## config.mk

```make
export PLATFORM = sky130hd
export DESIGN_NAME = clk_div_multi
export DESIGN_NICKNAME = d
export VERILOG_FILES = /design/src/rtl/clk_div_multi.sv
export SDC_FILE = /design/constraint.sdc
export NUM_CORES = 1
export LEC_CHECK = 0
export ABC_AREA = 1
export ABC_CLOCK_PERIOD_IN_PS = 1800
export CAP_MARGIN = 10
export CORE_MARGIN = 1.5
export CORE_UTILIZATION = 30
export DETAILED_ROUTE_END_ITERATION = 12
export GPL_ROUTABILITY_DRIVEN = 0
export RECOVER_POWER = 25
export SETUP_SLACK_MARGIN = 0.4
export SLEW_MARGIN = 40
export SYNTH_ARGS = -nofsm -noshare
export SYNTH_HDL_FRONTEND = slang
export SYNTH_SLANG_ARGS = --single-unit
```

## constraint.sdc

```tcl
create_clock -name clk -period 1.8 [get_ports clk]
set_input_delay 0.36 -clock clk [delete_from_list [all_inputs] [get_ports clk]]
set_output_delay 0.36 -clock clk [all_outputs]
set_load 0.02 [all_outputs]
```

## src/rtl/clk_div_multi.sv

```systemverilog
// Multi-channel synchronous clock-enable generator: per-channel programmable divisor,
// periodic or one-shot operation, one-cycle tick strobe and 50% square wave.
module clk_div_multi #(
  parameter int unsigned NCH   = 4,
  parameter int unsigned WIDTH = 16,
  parameter int unsigned CHW   = (NCH > 1) ? $clog2(NCH) : 1
) (
  input  logic             clk,
  input  logic             rst,
  input  logic             cfg_we,
  input  logic [CHW-1:0]   cfg_ch,
  input  logic [WIDTH-1:0] cfg_div,
  input  logic [1:0]       cfg_mode,
  input  logic [NCH-1:0]   en,
  output logic [NCH-1:0]   tick,
  output logic [NCH-1:0]   sq,
  output logic [NCH-1:0]   done
);

  typedef enum logic [1:0] {
    ModeIdle     = 2'b00,
    ModePeriodic = 2'b01,
    ModeOneShot  = 2'b10
  } mode_e;

  logic [WIDTH-1:0] cnt_q  [NCH];
  logic [WIDTH-1:0] cnt_d  [NCH];
  logic [WIDTH-1:0] div_q  [NCH];
  logic [WIDTH-1:0] div_d  [NCH];
  mode_e            mode_q [NCH];
  mode_e            mode_d [NCH];
  logic [NCH-1:0]   tick_q, tick_d;
  logic [NCH-1:0]   sq_q, sq_d;
  logic [NCH-1:0]   done_q, done_d;

  logic [NCH-1:0]   active, tc, wr_sel, restart;
  mode_e            cfg_mode_eff;

  // Mode 11 is folded into idle so stored modes compare cleanly.
  always_comb begin
    case (cfg_mode)
      2'b01:   cfg_mode_eff = ModePeriodic;
      2'b10:   cfg_mode_eff = ModeOneShot;
      default: cfg_mode_eff = ModeIdle;
    endcase
  end

  always_comb begin
    for (int i = 0; i < NCH; i++) begin
      cnt_d[i]   = cnt_q[i];
      div_d[i]   = div_q[i];
      mode_d[i]  = mode_q[i];
      tick_d[i]  = 1'b0;
      sq_d[i]    = sq_q[i];
      done_d[i]  = done_q[i];

      active[i]  = (mode_q[i] != ModeIdle);
      tc[i]      = active[i] && en[i] && (cnt_q[i] == '0);
      // Out-of-range channel numbers match no channel and are dropped.
      wr_sel[i]  = cfg_we && (cfg_ch == CHW'(i));
      restart[i] = !active[i] || (cfg_mode_eff != mode_q[i]);

      if (wr_sel[i] && restart[i]) begin
        mode_d[i] = cfg_mode_eff;
        div_d[i]  = cfg_div;
        cnt_d[i]  = cfg_div;
        sq_d[i]   = 1'b0;
        done_d[i] = 1'b0;
      end else begin
        if (wr_sel[i]) begin
          // Same-mode write only retargets the divisor; the running count is kept.
          div_d[i]  = cfg_div;
          done_d[i] = 1'b0;
        end
        if (tc[i]) begin
          cnt_d[i]  = wr_sel[i] ? cfg_div : div_q[i];
          tick_d[i] = 1'b1;
          sq_d[i]   = ~sq_q[i];
          if (mode_q[i] == ModeOneShot) begin
            done_d[i] = 1'b1;
            mode_d[i] = ModeIdle;
          end
        end else if (active[i] && en[i]) begin
          cnt_d[i] = cnt_q[i] - WIDTH'(1);
        end
      end
    end
  end

  always_ff @(posedge clk) begin
    if (rst) begin
      for (int i = 0; i < NCH; i++) begin
        cnt_q[i]  <= '0;
        div_q[i]  <= '0;
        mode_q[i] <= ModeIdle;
      end
      tick_q <= '0;
      sq_q   <= '0;
      done_q <= '0;
    end else begin
      for (int i = 0; i < NCH; i++) begin
        cnt_q[i]  <= cnt_d[i];
        div_q[i]  <= div_d[i];
        mode_q[i] <= mode_d[i];
      end
      tick_q <= tick_d;
      sq_q   <= sq_d;
      done_q <= done_d;
    end
  end

  assign tick = tick_q;
  assign sq   = sq_q;
  assign done = done_q;

endmodule

```

== Word-level counts from Yosys, hierarchy flattened ==
Memory sizes are Yosys's and may differ from the RTL's.
Index checks and enable logic that the tools add are counted.
Word-level totals
  bits in registers: 12
  word-level logic and storage cells: 149
  RAM bits: 136
  input bits: 27
  memories kept: 3
Memories
  cnt_q: depth 4, width 16, read ports 4, clocked after memory_dff 0, write ports 4, line 26  | logic [WIDTH-1:0] cnt_q [NCH];
  div_q: depth 4, width 16, read ports 4, clocked after memory_dff 0, write ports 4, line 28  | logic [WIDTH-1:0] div_q [NCH];
  mode_q: depth 4, width 2, read ports 4, clocked after memory_dff 0, write ports 4, line 30  | mode_e mode_q [NCH];
Operators by class
  multiplexer cells: 64
  bitwise logic cells: 16
  reduce and logical (&&, ||, !) cells: 37
  eq/ne operators: 13
  $add $sub $neg: 4
Operators by type and width (number)
  $mux 16: 28
  $logic_not 16->1: 4
  $sub 16x1->16 const B: 4
  $mux 2: 16
  $mux 1: 19
  $logic_and 1x1->1: 16
  $eq 2x2->1 const B: 7
  $or 1x1->1: 12
  $ne 2x2->1: 4
  $reduce_bool 2->1: 4
  $reduce_or 2->1: 4
  $eq 2x1->1 const B: 2
  $logic_not 1->1: 4
  $logic_or 1x1->1: 4
  $not 1->1: 4
  $pmux 2 s2: 1
  $logic_not 2->1: 1

== Longest topological paths before layout ==
Gate-level depths: netlist of the first run.
  depth in word-level cells: 7
  gate-level depth with buffers: 10

== Worst setup path before layout of the first run ==
No wires, ideal clock.
  kind: register to register
  from: memory cnt_q[1][0]
  to: memory cnt_q[1][10]
  buffers on the path: 1
  library setup time: 132 ps
  arrival: 1406 ps
  cell stages (with the launch flop): 11
  slack: 262 ps
  cell sequence: dfxtp_1 -> inv_1 -> ha_1 -> nand2_1 -> nor2_1 -> nand2_1 -> inv_1 -> buf_2 -> nand3_1 -> nand3_1 -> a21oi_1
RTL lines (line)
  start: declaration: 26

==> run_summary.xml, run 1 <==
<?xml version="1.0" encoding="UTF-8"?>
<metrics>
  <group name="run_status">
    <metric name="outcome" unit="">finished clean</metric>
  </group>
  <group name="power_and_ir_drop">
    <metric name="power_density" unit="nW/µm²">873</metric>
    <metric name="leakage" unit="nW">5.27</metric>
    <metric name="vdd_drop_max" unit="µV">644</metric>
    <metric name="switch_pwr" unit="mW">3.65</metric>
    <metric name="post-layout-total-power" unit="mW">10.9</metric>
    <metric name="sw_frac_of_total" unit="%">33.5</metric>
    <metric name="power_frac_comb" unit="%">30.9</metric>
    <metric name="p_clk_share" unit="%">35.7</metric>
    <metric name="p_seq_share" unit="%">33.4</metric>
    <metric name="internal_power" unit="mW">7.24</metric>
  </group>
  <group name="cells_and_area">
    <metric name="post_route_cells_drive_above_1_share" unit="%">30.5</metric>
    <metric name="area_delta_synth_final" unit="%">48.2</metric>
    <metric name="post_route_design_area" unit="µm²">12500</metric>
    <metric name="num-nets-final" unit="">1574</metric>
    <metric name="ff_latch_area" unit="µm²">3020</metric>
    <metric name="nFillCells" unit="">2763</metric>
    <metric name="multiInputGateArea" unit="µm²">5360</metric>
    <metric name="num_antenna_cells" unit="">0</metric>
  </group>
  <group name="yosys">
    <metric name="postSynthRegisterBits" unit="">148</metric>
    <metric name="synthesis.area_per_instance" unit="µm²">6.26</metric>
    <metric name="netlist_area" unit="µm²">8420</metric>
    <metric name="yosys_warnings" unit="">0</metric>
    <metric name="synth_nets" unit="">1376</metric>
    <metric name="synth-seq-area-share" unit="%">35.2</metric>
    <metric name="netlist-cell-type-count" unit="">31</metric>
    <metric name="synth_edf_count" unit="">0</metric>
    <metric name="syn_inst" unit="">1344</metric>
    <metric name="synth-async-reset-ratio" unit="%">0</metric>
    <metric name="dominantRegCellSynth" unit="">sky130_fd_sc_hd__dfxtp_1</metric>
  </group>
  <group name="job">
    <metric name="cap_viol_max_count" unit="">0</metric>
  </group>
  <group name="placed_design">
    <metric name="placement.cell_area" unit="µm²">10300</metric>
    <metric name="hpwlAfterDp" unit="µm">19300</metric>
    <metric name="port_buffers" unit="">38</metric>
  </group>
  <group name="timing">
    <metric name="setup_violations" unit="">0</metric>
    <metric name="unrepaired_setup_endpoints_after_global_routing" unit="">yes</metric>
    <metric name="slew_headroom" unit="%">53.8</metric>
    <metric name="drv_slew" unit="">0</metric>
    <metric name="hold_viol" unit="">0</metric>
    <metric name="tightest_slew" unit="ns">0.692</metric>
    <metric name="final_critical_path_time_including_i_o_delays_and_setup" unit="ns">1.53</metric>
    <metric name="achievable-frequency" unit="MHz">652</metric>
    <metric name="fin_skew" unit="ns">0.0123</metric>
    <metric name="period_share" unit="%">85.3</metric>
  </group>
  <group name="die">
    <metric name="row_count" unit="">61</metric>
    <metric name="start_util" unit="%">30.4</metric>
    <metric name="core" unit="µm²">27700</metric>
    <metric name="fp.dieW" unit="µm">171</metric>
    <metric name="io-pin-count" unit="">39</metric>
    <metric name="dieArea" unit="µm²">29100</metric>
    <metric name="die_h" unit="µm">171</metric>
  </group>
  <group name="global_route">
    <metric name="grt_max_degree" unit="">133</metric>
    <metric name="grt_pass1_vias" unit="">8722</metric>
    <metric name="grt-ovfl-total" unit="">0</metric>
    <metric name="antenna_found_initial" unit="">0</metric>
    <metric name="total_global_routing_track_utilization" unit="%">20.5</metric>
    <metric name="wire_length_of_the_first_global_routing_pass" unit="µm">46300</metric>
  </group>
  <group name="critical_path">
    <metric name="r2r_end" unit="">cnt_q[3][7]$_SDFFE_PP0P_</metric>
    <metric name="rr_worst_depth" unit="">8</metric>
    <metric name="critical_path.max_fanout" unit="">20</metric>
    <metric name="worstPathRequired" unit="ns">2.08</metric>
    <metric name="start_kind" unit="">primary input</metric>
    <metric name="reg2reg_setup_slack" unit="ns">0.29</metric>
    <metric name="path_class" unit="">primary input to flip-flop</metric>
    <metric name="timing.critical_path.to" unit="">cnt_q[3][4]$_SDFFE_PP0P_</metric>
    <metric name="cp-end-kind" unit="">flip-flop</metric>
    <metric name="critPathLaunch" unit="">cfg_ch[1]</metric>
    <metric name="worstPathArrival" unit="ns">1.82</metric>
    <metric name="rr_startpoint" unit="">cnt_q[3][14]$_SDFFE_PP0P_</metric>
  </group>
  <group name="route">
    <metric name="postRouteAntennaNets" unit="">0</metric>
    <metric name="routed-via-count" unit="">9655</metric>
    <metric name="drt-pass1-iter-count" unit="">7</metric>
    <metric name="drt-total-wl" unit="µm">31100</metric>
    <metric name="remaining_drc_errors" unit="">0</metric>
    <metric name="route.detailed.wl_per_inst" unit="µm">16.1</metric>
    <metric name="detailedRoute.firstIterationViolations" unit="">764</metric>
    <metric name="post_dr_vias_cell" unit="">4.99</metric>
  </group>
  <group name="clocking">
    <metric name="tritoncts" unit="">done</metric>
    <metric name="cts_hold_buf" unit="">0</metric>
    <metric name="clkTransAtPathRegs" unit="ns">0.06</metric>
    <metric name="clock_tree.htree_level_count" unit="">4</metric>
    <metric name="clock_sinks" unit="">148</metric>
    <metric name="worst_skew_pair_latency" unit="ns">0.44</metric>
    <metric name="numCtsBuffers" unit="">17</metric>
    <metric name="cts_root_buffer" unit="">sky130_fd_sc_hd__clkbuf_16</metric>
    <metric name="cts-root-to-sink-buffers" unit="">2</metric>
  </group>
  <group name="worst_hold_path">
    <metric name="holdCritPathClass" unit="">flip-flop to flip-flop</metric>
  </group>
</metrics>
critical path, cell delays in order:
cell,delay (ns)
sky130_fd_sc_hd__clkdlybuf4s15_2,0.24
sky130_fd_sc_hd__nand3_1,0.18
sky130_fd_sc_hd__buf_12,0.20
sky130_fd_sc_hd__buf_4,0.14
sky130_fd_sc_hd__o21ai_0,0.34
sky130_fd_sc_hd__nand4_1,0.19
sky130_fd_sc_hd__nand3_1,0.11
sky130_fd_sc_hd__a21oi_1,0.06
cells in the mapped netlist (2+ instances only):
master / instances / share of area, %
sky130_fd_sc_hd__nor2_1: 178 / 7.9
sky130_fd_sc_hd__buf_1: 2 / 0.089
sky130_fd_sc_hd__nand2_2: 4 / 0.30
sky130_fd_sc_hd__xor2_1: 11 / 1.1
sky130_fd_sc_hd__a21oi_1: 75 / 4.5
sky130_fd_sc_hd__buf_2: 23 / 1.4
sky130_fd_sc_hd__nand3b_1: 7 / 0.62
sky130_fd_sc_hd__o21ai_2: 4 / 0.42
sky130_fd_sc_hd__nor2_2: 5 / 0.37
sky130_fd_sc_hd__buf_4: 8 / 0.71
sky130_fd_sc_hd__a211oi_1: 2 / 0.18
sky130_fd_sc_hd__nand3_2: 8 / 0.95
sky130_fd_sc_hd__xnor2_1: 4 / 0.42
sky130_fd_sc_hd__clkbuf_1: 26 / 1.2
sky130_fd_sc_hd__inv_2: 20 / 0.89
sky130_fd_sc_hd__nand3_1: 236 / 14
sky130_fd_sc_hd__nor2_4: 2 / 0.27
sky130_fd_sc_hd__nand2_1: 250 / 11
sky130_fd_sc_hd__ha_1: 5 / 0.74
sky130_fd_sc_hd__and2_1: 2 / 0.15
sky130_fd_sc_hd__nand4_1: 26 / 1.9
sky130_fd_sc_hd__inv_1: 168 / 7.5
sky130_fd_sc_hd__o21ai_1: 66 / 3.9
sky130_fd_sc_hd__dfxtp_1: 148 / 35
sky130_fd_sc_hd__nor3_1: 3 / 0.18
sky130_fd_sc_hd__o21ai_0: 56 / 3.3
power groups by stage:
| stage | logic (mW) | registers (mW) | clock network, mW |
|---|---|---|---|
| global route | 3.67 | 3.66 | 4.06 |
| floorplan | 1.66 | 3.63 | 0 |
| detailed placement | 2.52 | 3.66 | 0 |
| finish | 3.36 | 3.64 | 3.89 |
| CTS | 2.96 | 3.61 | 3.92 |
| global placement | 2.51 | 3.66 | 0 |
stage by stage:
step	hold slack (ns)	setup slack, ns	setup TNS, ns	utilization, %	cells
after CTS	0.465	0.350	0	42.1	1899
after global placement	0.457	-0.403	-28.39	37.2	1846
after detailed placement	0.462	-0.425	-30.37	37.2	1846
after floorplan	0.459	0.402	0	-	1344
final	0.461	0.265	0	45.0	1933
after global routing	0.479	0.159	0	45.0	1933
worst min-delay path by stage:
stage	startpoint	to	slack [ns]	cells after the start
2_1_floorplan	div_q[0][5]$_SDFF_PP0_	div_q[0][5]$_SDFF_PP0_	0.46	2
3_3_place_gp	done[1]$_SDFF_PP0_	done[1]$_SDFF_PP0_	0.46	2
3_5_place_dp	done[2]$_SDFF_PP0_	done[2]$_SDFF_PP0_	0.46	2
4_1_cts	rst	mode_q[3][1]$_SDFFE_PP0P_	0.47	4
5_1_grt	done[1]$_SDFF_PP0_	done[1]$_SDFF_PP0_	0.48	2
6_report	done[2]$_SDFF_PP0_	done[2]$_SDFF_PP0_	0.46	2
routing by layer:
layer	wire length, µm	track usage (%)
met3	1940	4.05
met1	13600	27.0
met5	0	0
met4	973	8.96
met2	14600	32.5
repair_timing:
action                     in CTS  in global routing
pin swaps                      57                 58
gates cloned                    7                  8
resized for setup             219                151
setup endpoints to repair     143                 82
buffers inserted               14                 26
cell type report:
cell class	instances	share of cell area, %
repair buffers	234	17.9
flip-flops and latches	148	24.2
clock inverters	12	1.43
multi-input cells	951	43.0
repair inverters	2	0.120
inverters	188	5.96
well taps	378	3.79
clock buffers	20	3.58
cells in the final DEF, fill, tap and decap left out, types with 16 or more instances in the layout:
master and count:
sky130_fd_sc_hd__nand3_1 190, sky130_fd_sc_hd__inv_2 24, sky130_fd_sc_hd__nand2_1 228, sky130_fd_sc_hd__dfxtp_1 112, sky130_fd_sc_hd__nand2_2 16, sky130_fd_sc_hd__buf_12 17, sky130_fd_sc_hd__nor2_1 125, sky130_fd_sc_hd__a21oi_1 69
sky130_fd_sc_hd__buf_4 139, sky130_fd_sc_hd__nor2_4 38, sky130_fd_sc_hd__nor2_2 22, sky130_fd_sc_hd__nand3_2 42, sky130_fd_sc_hd__buf_6 26, sky130_fd_sc_hd__o21ai_0 64, sky130_fd_sc_hd__inv_1 152, sky130_fd_sc_hd__clkbuf_16 23
sky130_fd_sc_hd__nand4_1 26, sky130_fd_sc_hd__clkdlybuf4s50_1 16, sky130_fd_sc_hd__dfxtp_2 32, sky130_fd_sc_hd__o21ai_1 56
cells by family (layout without fill, tap and decap cells):
kind of cell,count (synthesis),after routing,share of synthesized area (%)
simple gates,724,726,38.2
flops,148,148,35.2
xor+xnor,15,15,1.56
buf+inv,247,456,11.7
fa+ha+maj,5,5,0.743
compound gates,205,205,12.6
state kept, by name, indices dropped and copies added (netlist names):
register,count
div_q,64
sq,4
cnt_q,64
tick,4
done,4
mode_q,8
Note: power is estimated with default switching activity, not from simulation.
==> run 2, diff against run 1 <==
--- a/config.mk
+++ b/config.mk
@@ -11,7 +11,6 @@
 export CORE_MARGIN = 1.5
 export CORE_UTILIZATION = 30
 export DETAILED_ROUTE_END_ITERATION = 12
-export GPL_ROUTABILITY_DRIVEN = 0
 export RECOVER_POWER = 25
 export SETUP_SLACK_MARGIN = 0.4
 export SLEW_MARGIN = 40
==> run 2 against run 1 <==
  * Routed wire length grew 0.50%
  * Setup slack lost 0.055 ns
  * Combinational power grew 4%
  * Clock skew shrank 0.00063 ns
  * Critical path depth grew 1
  * Design area grew 2.6%
  * Critical endpoint is now cnt_q[3][12]$_SDFFE_PP0P_
==> run_summary.xml, run 2 (synthesized netlist as in run 1, its figures left out) <==
<?xml version="1.0" encoding="UTF-8"?>
<metrics>
  <group name="global_route">
    <metric name="total_global_routing_track_utilization" unit="%">20.4</metric>
    <metric name="met3_use_gr" unit="%">3.03</metric>
    <metric name="antenna_found_initial" unit="">0</metric>
    <metric name="grt_pass1_vias" unit="">8763</metric>
    <metric name="grt-ovfl-total" unit="">0</metric>
    <metric name="grt_max_degree" unit="">133</metric>
    <metric name="use_met1" unit="%">26.9</metric>
    <metric name="wire_length_of_the_first_global_routing_pass" unit="µm">46000</metric>
    <metric name="globalRoute.busiestLayer" unit="">met2</metric>
    <metric name="grt_util_met2" unit="%">33.4</metric>
  </group>
  <group name="timing">
    <metric name="setup_violations" unit="">0</metric>
    <metric name="finalWorstSetupSlack" unit="ns">0.210</metric>
    <metric name="drv_slew" unit="">0</metric>
    <metric name="setup_tns" unit="ns">0</metric>
    <metric name="fin_skew" unit="ns">0.0116</metric>
    <metric name="achievable-frequency" unit="MHz">629</metric>
    <metric name="period_share" unit="%">88.3</metric>
    <metric name="hold_viol" unit="">0</metric>
    <metric name="whs" unit="ns">0.373</metric>
    <metric name="tightest_slew" unit="ns">0.638</metric>
    <metric name="slew_headroom" unit="%">57.5</metric>
    <metric name="unrepaired_setup_endpoints_after_global_routing" unit="">yes</metric>
    <metric name="final_critical_path_time_including_i_o_delays_and_setup" unit="ns">1.59</metric>
  </group>
  <group name="cells_and_area">
    <metric name="area_delta_synth_final" unit="%">52.0</metric>
    <metric name="fin_util" unit="%">46.2</metric>
    <metric name="multiInputGateArea" unit="µm²">5570</metric>
    <metric name="commonest_cells_after_routing_fill_and_taps_aside" unit="">sky130_fd_sc_hd__nand2_1, sky130_fd_sc_hd__nand3_1, sky130_fd_sc_hd__inv_1</metric>
    <metric name="nFillCells" unit="">2627</metric>
    <metric name="largestRegisters" unit="">cnt_q: 64 flops, div_q: 64 flops, mode_q: 8 flops</metric>
    <metric name="ff_latch_area" unit="µm²">3030</metric>
    <metric name="num-nets-final" unit="">1583</metric>
    <metric name="post_route_design_area" unit="µm²">12800</metric>
    <metric name="post_route_cells_drive_above_1_share" unit="%">33.4</metric>
    <metric name="final-instance-count-excl-fill" unit="">1941</metric>
    <metric name="num_antenna_cells" unit="">0</metric>
    <metric name="layout_commonest_cell" unit="">sky130_fd_sc_hd__nand2_1</metric>
  </group>
  <group name="route">
    <metric name="drt-pass1-iter-count" unit="">5</metric>
    <metric name="route.detailed.wl_per_inst" unit="µm">16.1</metric>
    <metric name="postRouteAntennaNets" unit="">0</metric>
    <metric name="detailedRoute.firstIterationViolations" unit="">817</metric>
    <metric name="drt-total-wl" unit="µm">31200</metric>
    <metric name="remaining_drc_errors" unit="">0</metric>
    <metric name="post_dr_vias_cell" unit="">5.03</metric>
    <metric name="routed-via-count" unit="">9761</metric>
  </group>
  <group name="critical_path">
    <metric name="reg2reg_setup_slack" unit="ns">0.30</metric>
    <metric name="cp-end-kind" unit="">flip-flop</metric>
    <metric name="timing.critical_path.cells" unit="">clkdlybuf4s25_1, nand3_1, inv_1, nand3_4, buf_4, buf_16, o21ai_0, inv_1, a21oi_1</metric>
    <metric name="worst_path_largest_cell_delay" unit="ns">0.36</metric>
    <metric name="rr_startpoint" unit="">mode_q[3][1]$_SDFFE_PP0P_</metric>
    <metric name="critical_path.max_fanout" unit="">9</metric>
    <metric name="r2r_end" unit="">cnt_q[3][12]$_SDFFE_PP0P_</metric>
    <metric name="worstPathArrival" unit="ns">1.95</metric>
    <metric name="crit_top_cell" unit="">sky130_fd_sc_hd__inv_1</metric>
    <metric name="start_kind" unit="">primary input</metric>
    <metric name="worstPathRequired" unit="ns">2.16</metric>
    <metric name="path_delay_family" unit="">buffers and inverters</metric>
    <metric name="path_class" unit="">primary input to flip-flop</metric>
    <metric name="path_buf_inv" unit="">5</metric>
    <metric name="crit_slowest_cell" unit="">sky130_fd_sc_hd__clkdlybuf4s25_1</metric>
    <metric name="rr_worst_depth" unit="">10</metric>
  </group>
  <group name="die">
    <metric name="die_h" unit="µm">171</metric>
    <metric name="dieArea" unit="µm²">29100</metric>
    <metric name="io-pin-count" unit="">39</metric>
    <metric name="fp.dieW" unit="µm">171</metric>
    <metric name="start_util" unit="%">30.4</metric>
    <metric name="row_count" unit="">61</metric>
    <metric name="core" unit="µm²">27700</metric>
  </group>
  <group name="run_status">
    <metric name="outcome" unit="">finished clean</metric>
  </group>
  <group name="power_and_ir_drop">
    <metric name="post-layout-total-power" unit="mW">10.9</metric>
    <metric name="leakage" unit="nW">5.37</metric>
    <metric name="vdd_drop_max" unit="µV">567</metric>
    <metric name="power_density" unit="nW/µm²">854</metric>
  </group>
  <group name="placed_design">
    <metric name="gp_routability_congestion" unit="">0.873</metric>
    <metric name="hpwlAfterDp" unit="µm">19300</metric>
    <metric name="place_worst_setup_slack" unit="ns">-0.400</metric>
    <metric name="dp_cells" unit="">1843</metric>
    <metric name="placement.cell_area" unit="µm²">10300</metric>
    <metric name="port_buffers" unit="">38</metric>
  </group>
  <group name="worst_hold_path">
    <metric name="hold_path_end" unit="">mode_q[2][1]$_SDFFE_PP0P_</metric>
    <metric name="min_path_cells" unit="">5</metric>
    <metric name="hold_path_startpoint" unit="">cfg_mode[1]</metric>
    <metric name="holdCritPathClass" unit="">primary input to flip-flop</metric>
  </group>
  <group name="clocking">
    <metric name="cts_root_buffer" unit="">sky130_fd_sc_hd__clkbuf_16</metric>
    <metric name="numCtsBuffers" unit="">17</metric>
    <metric name="worst_skew_pair_latency" unit="ns">0.44</metric>
    <metric name="clkTransAtPathRegs" unit="ns">0.06</metric>
    <metric name="cts-root-to-sink-buffers" unit="">2</metric>
    <metric name="clock_tree.htree_level_count" unit="">4</metric>
    <metric name="tritoncts" unit="">done</metric>
    <metric name="clock_sinks" unit="">148</metric>
  </group>
  <group name="job">
    <metric name="cap_viol_max_count" unit="">0</metric>
  </group>
</metrics>
[run 2: changes by cell type in the layout (fill, tap and decap cells not counted), sizes merged]
cell | previous run | this run
dlygate4sd2 | 2 | 1
clkdlybuf4s15 | 5 | 3
clkinvlp | 5 | 3
bufinv | 4 | 3
nand3 | 246 | 247
clkdlybuf4s50 | 16 | 19
dlygate4sd3 | 2 | 0
inv | 189 | 186
clkinv | 4 | 7
buf | 194 | 206
[run 2: per-layer routing]
layer | vias up | routed length (µm)
li1 | 4803 | -
met2 | 286 | 15000
met1 | 4609 | 13600
met4 | 0 | 826
met5 | - | 0
met3 | 63 | 1750
[run 2: cell type report]
type,instances,share of cell area (%)
Multi-Input combinational cell,952,43.5
Sequential cell,148,23.7
Timing Repair Buffer,242,18.4
Inverter,188,5.81
Clock buffer,22,3.78
Tap cell,378,3.70
Clock inverter,9,0.988
Timing Repair inverter,2,0.117
[run 2: report_power, final]
part | internal [mW] | total, mW | switching (mW) | leakage, nW
sequential | 3.46 | 3.64 | 0.180 | 1.23
combinational | 1.49 | 3.50 | 2.01 | 3.84
clock | 2.31 | 3.79 | 1.48 | 0.302
[run 2: worst max-delay path by stage]
stage / cells after the start / to / slack, ns / startpoint
after global routing: 9 / cnt_q[3][12]$_SDFFE_PP0P_ / 0.11 / cfg_ch[1]
after detailed placement: 9 / cnt_q[2][7]$_SDFFE_PP0P_ / -0.40 / cfg_ch[0]
after floorplan: 9 / cnt_q[0][14]$_SDFFE_PP0P_ / 0.40 / cfg_ch[0]
after CTS: 9 / cnt_q[0][7]$_SDFFE_PP0P_ / 0.36 / cnt_q[0][0]$_SDFFE_PP0P_
after global placement: 9 / cnt_q[3][12]$_SDFFE_PP0P_ / -0.37 / cfg_mode[1]
final: 9 / cnt_q[3][12]$_SDFFE_PP0P_ / 0.21 / cfg_ch[1]
[run 2: repair_timing]
item,CTS,global route
hold buffers,0,0
endpoints found under the setup margin,139,82
pin swaps,51,82
endpoints found under the hold margin,0,0
cloned,10,8
resized for setup,214,209
buffers inserted,30,19
[run 2: worst register-to-register path, stage by stage, from the launching register on]
cell and delay (ns):
sky130_fd_sc_hd__dfxtp_4 0.38, sky130_fd_sc_hd__inv_4 0.04, sky130_fd_sc_hd__nor2_4 0.12, sky130_fd_sc_hd__nand2_2 0.08, sky130_fd_sc_hd__nand3_4 0.15, sky130_fd_sc_hd__buf_6 0.16, sky130_fd_sc_hd__buf_8 0.12, sky130_fd_sc_hd__nand3_1 0.06
sky130_fd_sc_hd__o21ai_0 0.09, sky130_fd_sc_hd__inv_1 0.05, sky130_fd_sc_hd__a21oi_1 0.16
==> run 3, diff against run 2 <==
--- a/config.mk
+++ b/config.mk
@@ -9,7 +9,7 @@
 export ABC_CLOCK_PERIOD_IN_PS = 1800
 export CAP_MARGIN = 10
 export CORE_MARGIN = 1.5
-export CORE_UTILIZATION = 30
+export CORE_UTILIZATION = 35
 export DETAILED_ROUTE_END_ITERATION = 12
 export RECOVER_POWER = 25
 export SETUP_SLACK_MARGIN = 0.4
@@ -17,3 +17,4 @@
 export SYNTH_ARGS = -nofsm -noshare
 export SYNTH_HDL_FRONTEND = slang
 export SYNTH_SLANG_ARGS = --single-unit
+export TNS_END_PERCENT = 1
==> run 3 against run 2 <==
  * Routed wire length down 12%
  * Critical path depth stayed put
  * Fmax is 1.2% higher
  * Critical path type unchanged
  * Critical endpoint is now cnt_q[2][14]$_SDFFE_PP0P_
==> run_summary.xml, run 3 (synthesized netlist as in run 1, its figures left out) <==
<?xml version="1.0" encoding="UTF-8"?>
<metrics>
  <group name="global_route">
    <metric name="grt_max_degree" unit="">133</metric>
    <metric name="grt_pass1_vias" unit="">8697</metric>
    <metric name="antenna_found_initial" unit="">1</metric>
    <metric name="total_global_routing_track_utilization" unit="%">23.1</metric>
    <metric name="grt-ovfl-total" unit="">0</metric>
    <metric name="wire_length_of_the_first_global_routing_pass" unit="µm">44500</metric>
  </group>
  <group name="die">
    <metric name="core" unit="µm²">23500</metric>
    <metric name="dieArea" unit="µm²">25000</metric>
    <metric name="row_count" unit="">56</metric>
    <metric name="fp.dieW" unit="µm">158</metric>
    <metric name="io-pin-count" unit="">39</metric>
    <metric name="start_util" unit="%">35.8</metric>
    <metric name="die_h" unit="µm">158</metric>
  </group>
  <group name="cells_and_area">
    <metric name="area_delta_synth_final" unit="%">35.3</metric>
    <metric name="fin_util" unit="%">48.4</metric>
    <metric name="post_route_cells_drive_above_1_share" unit="%">20.9</metric>
    <metric name="post_route_design_area" unit="µm²">11400</metric>
    <metric name="num-nets-final" unit="">1545</metric>
    <metric name="largestRegisters" unit="">cnt_q: 64 flops, div_q: 64 flops, mode_q: 8 flops</metric>
    <metric name="layout_commonest_cell" unit="">sky130_fd_sc_hd__nand2_1</metric>
    <metric name="commonest_cells_after_routing_fill_and_taps_aside" unit="">sky130_fd_sc_hd__nand2_1, sky130_fd_sc_hd__nand3_1, sky130_fd_sc_hd__inv_1</metric>
    <metric name="num_antenna_cells" unit="">0</metric>
  </group>
  <group name="timing">
    <metric name="period_share" unit="%">87.3</metric>
    <metric name="setup_violations" unit="">0</metric>
    <metric name="slew_headroom" unit="%">56.5</metric>
    <metric name="final_critical_path_time_including_i_o_delays_and_setup" unit="ns">1.57</metric>
    <metric name="drv_slew" unit="">0</metric>
    <metric name="tightest_slew" unit="ns">0.653</metric>
    <metric name="unrepaired_setup_endpoints_after_global_routing" unit="">yes</metric>
    <metric name="fin_skew" unit="ns">0.00851</metric>
    <metric name="whs" unit="ns">0.470</metric>
    <metric name="achievable-frequency" unit="MHz">636</metric>
    <metric name="hold_viol" unit="">0</metric>
  </group>
  <group name="clocking">
    <metric name="cts_hold_buf" unit="">0</metric>
    <metric name="clkTransAtPathRegs" unit="ns">0.06</metric>
    <metric name="tritoncts" unit="">done</metric>
    <metric name="cts_root_buffer" unit="">sky130_fd_sc_hd__clkbuf_16</metric>
    <metric name="worst_skew_pair_latency" unit="ns">0.44</metric>
    <metric name="clock_tree.htree_level_count" unit="">4</metric>
    <metric name="numCtsBuffers" unit="">17</metric>
    <metric name="cts-root-to-sink-buffers" unit="">2</metric>
    <metric name="clock_sinks" unit="">148</metric>
  </group>
  <group name="critical_path">
    <metric name="critical_path.max_fanout" unit="">9</metric>
    <metric name="r2r_end" unit="">cnt_q[1][7]$_SDFFE_PP0P_</metric>
    <metric name="worst_path_largest_cell_delay" unit="ns">0.35</metric>
    <metric name="path_buf_inv" unit="">3</metric>
    <metric name="start_kind" unit="">primary input</metric>
    <metric name="worstPathArrival" unit="ns">1.87</metric>
    <metric name="rr_startpoint" unit="">cnt_q[1][2]$_SDFFE_PP0P_</metric>
    <metric name="rr_worst_depth" unit="">9</metric>
    <metric name="timing.critical_path.cells" unit="">dlygate4sd2_1, buf_4, nor2_1, buf_4, nand2_1, o21ai_0, nand4_1, nand3_1, a21oi_1</metric>
    <metric name="critPathLaunch" unit="">cfg_ch[0]</metric>
    <metric name="reg2reg_setup_slack" unit="ns">0.29</metric>
    <metric name="path_class" unit="">primary input to flip-flop</metric>
    <metric name="crit_top_cell" unit="">sky130_fd_sc_hd__buf_4</metric>
    <metric name="path_delay_family" unit="">buffers and inverters</metric>
    <metric name="worstPathRequired" unit="ns">2.10</metric>
    <metric name="crit_slowest_cell" unit="">sky130_fd_sc_hd__nor2_1</metric>
    <metric name="timing.critical_path.to" unit="">cnt_q[2][14]$_SDFFE_PP0P_</metric>
    <metric name="cp-end-kind" unit="">flip-flop</metric>
    <metric name="critical_path_cell_count" unit="">9</metric>
  </group>
  <group name="placed_design">
    <metric name="gp_routability_congestion" unit="">0.905</metric>
    <metric name="hpwlAfterDp" unit="µm">18900</metric>
    <metric name="port_buffers" unit="">38</metric>
    <metric name="placement.cell_area" unit="µm²">10200</metric>
  </group>
  <group name="route">
    <metric name="detailedRoute.firstIterationViolations" unit="">911</metric>
    <metric name="postRouteAntennaNets" unit="">0</metric>
    <metric name="drt-total-wl" unit="µm">27300</metric>
    <metric name="remaining_drc_errors" unit="">0</metric>
    <metric name="post_dr_vias_cell" unit="">4.98</metric>
    <metric name="routed-via-count" unit="">9183</metric>
    <metric name="route.detailed.wl_per_inst" unit="µm">14.8</metric>
    <metric name="drt-pass1-iter-count" unit="">5</metric>
  </group>
  <group name="worst_hold_path">
    <metric name="holdCritPathClass" unit="">flip-flop to flip-flop</metric>
  </group>
  <group name="run_status">
    <metric name="outcome" unit="">finished clean</metric>
  </group>
  <group name="job">
    <metric name="cap_viol_max_count" unit="">0</metric>
  </group>
  <group name="power_and_ir_drop">
    <metric name="power_density" unit="nW/µm²">899</metric>
    <metric name="vdd_drop_max" unit="µV">471</metric>
    <metric name="leakage" unit="nW">4.96</metric>
  </group>
</metrics>
==> run 3: layout make-up <==
class	count	area, µm²
Sequential cell	148	2970
Timing Repair Buffer	208	1910
Clock buffer	23	498
Clock inverter	8	123
Fill cell	2423	12200
Tap cell	319	399
Multi-Input combinational cell	949	4760
Timing Repair inverter	1	7.51
Inverter	188	718
==> run 3: what timing repair did <==
action / in CTS / in global routing
cloned: 5 / 0
endpoints found under the setup margin: 138 / 92
pin swaps: 29 / 2
gates resized for setup: 122 / 11
buffers inserted: 17 / 1
==> run 3: routing by layer <==
layer / global-route usage (%) / vias to the layer above / share of wire (%)
li1: - / 4721 / -
met1: 31.1 / 4212 / 48
met2: 37.8 / 205 / 46
met3: 3.20 / 43 / 4.2
met4: 8.14 / 2 / 2.1
met5: 0 / - / 0.044
==> run 3: how the worst min path moves through the flow <==
stage	end	startpoint	slack, ns	depth (start not counted)
6_report	done[3]$_SDFF_PP0_	done[3]$_SDFF_PP0_	0.47	2
5_1_grt	done[3]$_SDFF_PP0_	done[3]$_SDFF_PP0_	0.49	2
4_1_cts	done[3]$_SDFF_PP0_	done[3]$_SDFF_PP0_	0.48	2
3_5_place_dp	done[3]$_SDFF_PP0_	done[3]$_SDFF_PP0_	0.46	2
3_3_place_gp	done[3]$_SDFF_PP0_	done[3]$_SDFF_PP0_	0.46	2
2_1_floorplan	div_q[0][5]$_SDFF_PP0_	div_q[0][5]$_SDFF_PP0_	0.46	2
==> run 3: worst min-delay path: stages, from the launching register on <==
cell and delay, ns:
sky130_fd_sc_hd__dfxtp_1 0.31, sky130_fd_sc_hd__nand2_1 0.06, sky130_fd_sc_hd__a21oi_1 0.06
==> run 3: power by group <==
| group | switching [mW] | internal (mW) |
|---|---|---|
| Sequential | 0.146 | 3.46 |
| Clock | 1.44 | 2.35 |
| Combinational | 1.67 | 1.18 |
| Total | 3.25 | 6.99 |
==> run 3: metrics by stage <==
step / cells / power [mW] / setup slack [ns] / TNS, ns
finish: 1844 / 10.2 / 0.229 / 0
global route: 1844 / 10.8 / 0.128 / 0
CTS: 1843 / 10.3 / 0.337 / 0
detailed placement: 1790 / 6.20 / -0.343 / -26.68
global placement: 1790 / 6.17 / -0.308 / -24.24
floorplan: 1344 / 5.27 / 0.363 / 0
